### src/rtl/serial_min3_ctrl.sv
// rtl/serial_min3_ctrl.sv - bit-serial minimum-of-three sequencer with winner tracking
//
// Accepts three WIDTH-bit operands on a valid/ready handshake and streams
// min(a,b,c) MSB-first, one bit per clock. Candidates are eliminated bit by
// bit; no operand is ever compared as a whole word.
//
// Ports:
//   clk        rising-edge clock
//   rst_n      asynchronous active-low reset
//   flush      synchronous abort of the operation in progress
//   in_valid   operands a/b/c are valid
//   in_ready   operands can be accepted (IDLE only)
//   a, b, c    operands 0, 1, 2
//   bit_valid  min_bit carries a result bit this cycle
//   min_bit    current result bit, MSB first
//   bit_last   current bit is the LSB (result done)
//   min_idx    winning operand index, valid with bit_last
//   busy       streaming in progress

module serial_min3_ctrl #(
    parameter int WIDTH = 8
) (
    input  logic             clk,
    input  logic             rst_n,
    input  logic             flush,
    input  logic             in_valid,
    output logic             in_ready,
    input  logic [WIDTH-1:0] a,
    input  logic [WIDTH-1:0] b,
    input  logic [WIDTH-1:0] c,
    output logic             bit_valid,
    output logic             min_bit,
    output logic             bit_last,
    output logic [1:0]       min_idx,
    output logic             busy
);

    localparam int CW = (WIDTH > 2) ? $clog2(WIDTH) : 1;
    localparam logic [CW-1:0] CNT_INIT = CW'(WIDTH - 1);

    typedef enum logic {
        S_IDLE  = 1'b0,
        S_SHIFT = 1'b1
    } state_t;

    state_t            state_q, state_d;

    logic [WIDTH-1:0]  sa_q, sa_d;
    logic [WIDTH-1:0]  sb_q, sb_d;
    logic [WIDTH-1:0]  sc_q, sc_d;
    // alive[2] tracks a, alive[1] tracks b, alive[0] tracks c
    logic [2:0]        alive_q, alive_d;
    logic [CW-1:0]     cnt_q, cnt_d;
    logic              bit_valid_q, bit_valid_d;
    logic              min_bit_q, min_bit_d;
    logic              bit_last_q, bit_last_d;
    logic [1:0]        min_idx_q, min_idx_d;

    logic              accept;
    logic              cnt_zero;
    logic [2:0]        msb_bits;
    logic              any_alive_zero;
    logic              m_bit;
    logic [2:0]        alive_upd;
    logic [1:0]        idx_upd;

    assign accept   = in_valid && (state_q == S_IDLE);
    assign cnt_zero = (cnt_q == '0);

    // ------------------------------------------------------------------
    // State register
    // ------------------------------------------------------------------
    always_ff @(posedge clk or negedge rst_n) begin
        if (!rst_n) begin
            state_q <= S_IDLE;
        end else begin
            state_q <= state_d;
        end
    end

    // ------------------------------------------------------------------
    // Next-state logic
    // ------------------------------------------------------------------
    always_comb begin
        state_d = state_q;
        if (flush) begin
            state_d = S_IDLE;
        end else begin
            case (state_q)
                S_IDLE: begin
                    if (in_valid) begin
                        state_d = S_SHIFT;
                    end
                end
                S_SHIFT: begin
                    if (cnt_zero) begin
                        state_d = S_IDLE;
                    end
                end
                default: state_d = S_IDLE;
            endcase
        end
    end

    // ------------------------------------------------------------------
    // State-decoded outputs
    // ------------------------------------------------------------------
    always_comb begin
        in_ready = 1'b0;
        busy     = 1'b0;
        case (state_q)
            S_IDLE:  in_ready = 1'b1;
            S_SHIFT: busy     = 1'b1;
            default: in_ready = 1'b0;
        endcase
    end

    // ------------------------------------------------------------------
    // Bit-serial elimination
    // ------------------------------------------------------------------
    always_comb begin
        msb_bits       = {sa_q[WIDTH-1], sb_q[WIDTH-1], sc_q[WIDTH-1]};
        // A surviving candidate with a 0 here forces the minimum's bit to 0
        any_alive_zero = |(alive_q & ~msb_bits);
        m_bit          = ~any_alive_zero;
        // When m is 0, candidates showing a 1 are strictly larger and drop out.
        // When m is 1, every survivor shows 1, so nobody is eliminated.
        alive_upd      = m_bit ? alive_q : (alive_q & ~msb_bits);

        // Lowest index wins ties: a, then b, then c
        if (alive_upd[2]) begin
            idx_upd = 2'd0;
        end else if (alive_upd[1]) begin
            idx_upd = 2'd1;
        end else begin
            idx_upd = 2'd2;
        end
    end

    always_comb begin
        sa_d        = sa_q;
        sb_d        = sb_q;
        sc_d        = sc_q;
        alive_d     = alive_q;
        cnt_d       = cnt_q;
        bit_valid_d = 1'b0;
        min_bit_d   = 1'b0;
        bit_last_d  = 1'b0;
        min_idx_d   = min_idx_q;

        if (flush) begin
            alive_d   = '0;
            cnt_d     = '0;
            min_idx_d = '0;
        end else if (state_q == S_SHIFT) begin
            bit_valid_d = 1'b1;
            min_bit_d   = m_bit;
            bit_last_d  = cnt_zero;
            alive_d     = alive_upd;
            sa_d        = {sa_q[WIDTH-2:0], 1'b0};
            sb_d        = {sb_q[WIDTH-2:0], 1'b0};
            sc_d        = {sc_q[WIDTH-2:0], 1'b0};
            cnt_d       = cnt_q - CW'(1);
            if (cnt_zero) begin
                min_idx_d = idx_upd;
            end
        end else if (accept) begin
            sa_d    = a;
            sb_d    = b;
            sc_d    = c;
            alive_d = 3'b111;
            cnt_d   = CNT_INIT;
        end
    end

    always_ff @(posedge clk or negedge rst_n) begin
        if (!rst_n) begin
            sa_q        <= '0;
            sb_q        <= '0;
            sc_q        <= '0;
            alive_q     <= '0;
            cnt_q       <= '0;
            bit_valid_q <= 1'b0;
            min_bit_q   <= 1'b0;
            bit_last_q  <= 1'b0;
            min_idx_q   <= '0;
        end else begin
            sa_q        <= sa_d;
            sb_q        <= sb_d;
            sc_q        <= sc_d;
            alive_q     <= alive_d;
            cnt_q       <= cnt_d;
            bit_valid_q <= bit_valid_d;
            min_bit_q   <= min_bit_d;
            bit_last_q  <= bit_last_d;
            min_idx_q   <= min_idx_d;
        end
    end

    assign bit_valid = bit_valid_q;
    assign min_bit   = min_bit_q;
    assign bit_last  = bit_last_q;
    assign min_idx   = min_idx_q;

endmodule
### config.mk
export PLATFORM = sky130hd
export DESIGN_NAME = serial_min3_ctrl
export DESIGN_NICKNAME = d
export VERILOG_FILES = /design/src/rtl/serial_min3_ctrl.sv
export SDC_FILE = /design/constraint.sdc
export NUM_CORES = 1
export LEC_CHECK = 0
export BUFFER_PORTS_ARGS = -buffer_cell sky130_fd_sc_hd__buf_4
export CORE_MARGIN = 2
export CORE_UTILIZATION = 30
export DETAILED_ROUTE_END_ITERATION = 6
export GPL_TIMING_DRIVEN = 0
export PLACE_DENSITY = 0.53
export REMOVE_ABC_BUFFERS = 1
export SETUP_SLACK_MARGIN = 0.5
export SYNTH_ARGS = -nofsm -noshare
export SYNTH_HDL_FRONTEND = slang
export SYNTH_SLANG_ARGS = --single-unit
### constraint.sdc
create_clock -name clk -period 2.22 [get_ports clk]
set_input_delay 0.222 -clock clk [delete_from_list [all_inputs] [get_ports clk]]
set_output_delay 0.222 -clock clk [all_outputs]
set_load 0.02 [all_outputs]
# After elaboration in Yosys (flattened, before gate mapping)
# Index checks and enable logic that the tools add are counted.
[totals]
register_bits = 36
elab_cells = 56
[classes]
eq_ne = 1
add_sub_neg = 1
muxes = 28
reduce_logical = 10
bitwise = 5
[ops]
columns = ["op", "n"]
rows = [
  ["$mux 8", 6],
  ["$mux 3", 6],
  ["$mux 1", 10],
  ["$mux 2", 5],
  ["$reduce_and 2->1", 3],
  ["$reduce_bool 2->1", 3],
  ["$and 3x3->3", 1],
  ["$logic_not 3->1", 1],
  ["$ne 3x2->1 const B", 1],
  ["$not 1->1", 3],
  ["$not 3->3", 1],
  ["$reduce_bool 3->1", 1],
  ["$reduce_or 3->1", 1],
  ["$sub 3x1->3 const B", 1],
  ["$pmux 1 s2", 1],
  ["$logic_and 1x1->1", 1],
]

# Longest topological paths before layout
[logic_depth]
depth_word = 9
mapped_depth = 6
depth_no_buf = 6

# Worst setup path after synthesis
# No wires, ideal clock.
[synth_path]
path_type = "flip-flop to flip-flop"
startpoint = "reg state_q"
endpoint = "reg min_idx_q[0] (netlist: min_idx[0])"
setup_time_ps = 121
stages_incl_launch_ff = 6
period_less_slack_ps = 1331
arrival_time_ps = 1210
slack_ps = 889
path_cell_list = "dfrtp_1 buf_6 inv_2 nor3b_1 nor2_1 a32o_2"
[synth_between]
elab_chain_cells = 2
[synth_rtl]
columns = ["element", "line", "rtl"]
rows = [
  ["from (decl)", "46", "state_t state_q, state_d;"],
  ["from (signal assigned)", "77", "state_q <= state_d;"],
  ["$reduce_bool 2->1 (no line)", "n/a", ""],
  ["$reduce_and 2->1 (no line)", "n/a", ""],
  ["to (signal assigned)", "196", "min_idx_q <= min_idx_d;"],
  ["to (decl)", "57", "logic [1:0] min_idx_q, min_idx_d;"],
]
# Every way passes these cells.
# A chain may end at the register's enable or synchronous reset.

# Worst setup path after layout
# Same ends and word-level chain as after synthesis.

==> impl_metrics.py <==
metrics = {
    "run_status": {
        "outcome": "finished, final reports clean",
    },
    "layout": {
        "fillers": 561,
        "stdcell_area_um2": 2080,
        "nNetsFinal": 222,
        "final_layout_size_suffix_gt1_share_pct": 25.9,
        "syn2layout_area_growth_pct": 24.8,
        "antenna_cells": 0,
    },
    "critical_path": {
        "start_kind": "flop",
        "path_max_fanout": 19,
        "cp-end-kind": "flop",
        "worstPathRequired_ps": 2400,
        "worstSetupPathType": "flop to flop",
        "crit_arrival_ps": 1730,
    },
    "detailed_routing": {
        "via_per_inst": 4.61,
        "drt_iter0_markers": 81,
        "drc": 0,
        "first_pass_iters": 4,
        "wl_per_cell_um": 12.7,
        "wl_mm": 3.37,
        "antenna_left": 0,
        "num_vias": 1222,
    },
    "hold_path": {
        "hp-class": "input pin to flop",
    },
    "synthesis": {
        "ys_ff_latch": 36,
        "yosysUniqueCellTypes": 27,
        "synth_edf_count": 0,
        "yosys_warnings": 0,
        "ys_seq_area_share_pct": 54.0,
        "synth_cells": 158,
        "ys.flop_type": "dfrtp_1",
        "avgSynthCellArea_um2": 10.6,
        "synthesis.area_um2": 1670,
        "async_reset_ff_share_pct": 100,
    },
    "global_routing": {
        "top_usage_layer": "met2",
        "grt_max_degree": 37,
        "overflow": 0,
        "grt_pass1_wl_mm": 5.90,
        "antenna_found_initial": 0,
        "gr-usage-met3_pct": 5.17,
        "grtUsageMet1_pct": 16.3,
        "grt_usage_pct": 12.4,
        "met2_usage_pct": 18.5,
        "grt_pass1_vias": 1210,
    },
    "timing": {
        "tightestPinTransition_ps": 597,
        "hold_viol": 0,
        "fin_skew_ps": 7.68,
        "hold_slack_ps": 187,
        "drv_slew": 0,
        "max_freq_ghz": 0.645,
        "setup_tns_ps": 0,
        "relSlewSlack_pct": 60.1,
        "finalSetupViolations": 0,
        "worst_slack_ps": 668,
        "fin_crit_ps": 1550,
        "fin_crit_sh_pct": 69.9,
        "rsz0062_at_grt": "no",
    },
    "flow_run": {
        "maxCapViolCount": 0,
    },
    "floorplan": {
        "core_region_area_um2": 5440,
        "start_util_pct": 30.7,
        "fp.dieW_um": 78.6,
        "die_y_um": 78.6,
        "row_count": 27,
        "io_pins": 35,
        "dieArea_um2": 6170,
    },
    "clock_network": {
        "clock_latency_ps": 290,
        "cts_buffer_depth": 2,
        "root_buffer": "clkbuf_8",
        "clkTransAtPathRegs_ps": 70,
        "cts_buffers": 5,
        "htreeDepth": 2,
        "cts_sinks": 36,
        "cts_tree": "built",
    },
    "power": {
        "vdd_ir_drop_max_mv": 0.368,
        "report.power.total_uw": 1570,
        "power_leakage_uw": 0.000975,
        "power_density_nw_per_um2": 756,
    },
    "placement": {
        "hpwlAfterDp_mm": 2.00,
        "dp_slack_ps": 205,
        "gp_congestion": 0.739,
        "portBuffers": 34,
        "dpl_cell_area_um2": 1940,
    },
}
[per-stage QoR]
| stage | util, % | instances |
|---|---|---|
| 2_1_floorplan | - | 148 |
| 3_3_place_gp | 35.7 | 254 |
| 3_5_place_dp | 35.7 | 254 |
| 4_1_cts | 38.3 | 265 |
| 5_1_grt | 38.3 | 265 |
| 6_report | 38.3 | 265 |
[registers in the layout, indices dropped and copies added, names as in the netlist]
signal,flops
bit_valid,1
alive_q,3
sc_q,8
min_idx,2
state_q,1
sb_q,8
sa_q,8
min_bit,1
bit_last,1
cnt_q,3
[repair_timing]
item	in CTS	in global routing
hold endpoints to repair	36	0
setup endpoints to repair	29	0
buffers inserted	1	0
resized for setup	2	0
hold buffers	1	0
[cells by family (layout without fill, tap and decap cells)]
| family | count (synthesis) | after routing | share of synthesized area (%) |
|---|---|---|---|
| simple gates | 47 | 47 | 12.7 |
| compound gates | 38 | 39 | 13.7 |
| flops | 36 | 36 | 54.0 |
| mux | 21 | 21 | 12.6 |
| buf+inv | 13 | 47 | 4.95 |
| fa+ha+maj | 2 | 2 | 1.50 |
| xor+xnor | 1 | 1 | 0.525 |
[path summary, 6_finish.rpt]
path	from	cells past startpoint	slack (ps)	to
max	state_q$_DFF_PN0_	4	670	min_idx[0]$_DFFE_PN0P_
min	flush	2	190	alive_q[2]$_DFFE_PN0P_
max reg2reg	state_q$_DFF_PN0_	4	670	min_idx[0]$_DFFE_PN0P_
min reg2reg	sc_q[6]$_DFFE_PN0P_	2	480	sc_q[6]$_DFFE_PN0P_
max in group asynchronous	rst_n	2	1430	state_q$_DFF_PN0_
min in group asynchronous	rst_n	2	420	sc_q[4]$_DFFE_PN0P_
[Yosys cell counts, drive strengths merged (2+ instances only)]
master	number	area, um2
dfrtp	36	901
and2b	2	15.0
nor2	7	26.3
o21ai	28	140
buf	8	63.8
a21oi	3	18.8
clkbuf	2	7.51
inv	3	11.3
mux2i	21	210
a211oi	4	30.0
ha	2	25.0
nand2	29	109
nor3	4	20.0
[layer usage]
metal	up-vias	share of wire (%)
li1	614	-
met1	569	47
met2	33	45
met3	6	7.0
met4	0	1.2
met5	-	0
[cells in the final DEF (no fill, tap or decap)]
| master | Yosys | final |
|---|---|---|
| dfrtp_1 | 36 | 35 |
| buf_4 | 2 | 34 |
| nand2_1 | 29 | 29 |
| o21ai_0 | 27 | 27 |
| mux2i_1 | 21 | 21 |
| nor2_1 | 7 | 7 |
| clkbuf_8 | 0 | 6 |
| nor3_1 | 4 | 4 |
| a211oi_1 | 4 | 4 |
| inv_1 | 2 | 2 |
| o21bai_4 | 1 | 2 |
| and2b_1 | 2 | 2 |
| a21oi_1 | 2 | 2 |
| ha_1 | 2 | 2 |
| clkinv_2 | 0 | 2 |
| inv_2 | 1 | 1 |
| nor3b_1 | 1 | 1 |
| and4bb_1 | 1 | 1 |
| nor2b_1 | 1 | 1 |
| and3b_1 | 1 | 1 |
| o21ai_1 | 1 | 1 |
| nand2b_1 | 1 | 1 |
| a21oi_2 | 1 | 1 |
| a32o_2 | 1 | 1 |
| xnor2_1 | 1 | 1 |
| a22o_2 | 1 | 1 |
| dlygate4sd3_1 | 0 | 1 |
| buf_8 | 0 | 1 |
| dfrtp_4 | 0 | 1 |
[critical path, cell delays in order, from the launching register on]
cell and delay, ps:
dfrtp_4 660, inv_2 160, nor3b_1 290, nor2_1 100, a32o_2 220
[area by class of cell]
type	instances	area, um2	share of cell area (%)
well taps	72	90.1	4.33
clock inverters	2	10.0	0.481
repair buffers	36	280	13.5
inverters	3	11.3	0.541
clock buffers	6	82.6	3.97
flip-flops and latches	36	905	43.4
multi-input cells	110	703	33.8
[where the power goes]
group          internal (uW)  total [uW]  switching (uW)  leakage (uW)
clock network            247         479             232     0.0000510
registers                752         821            69.3      0.000455
logic                    136         273             137      0.000469
(Power assumes the default switching activity.)
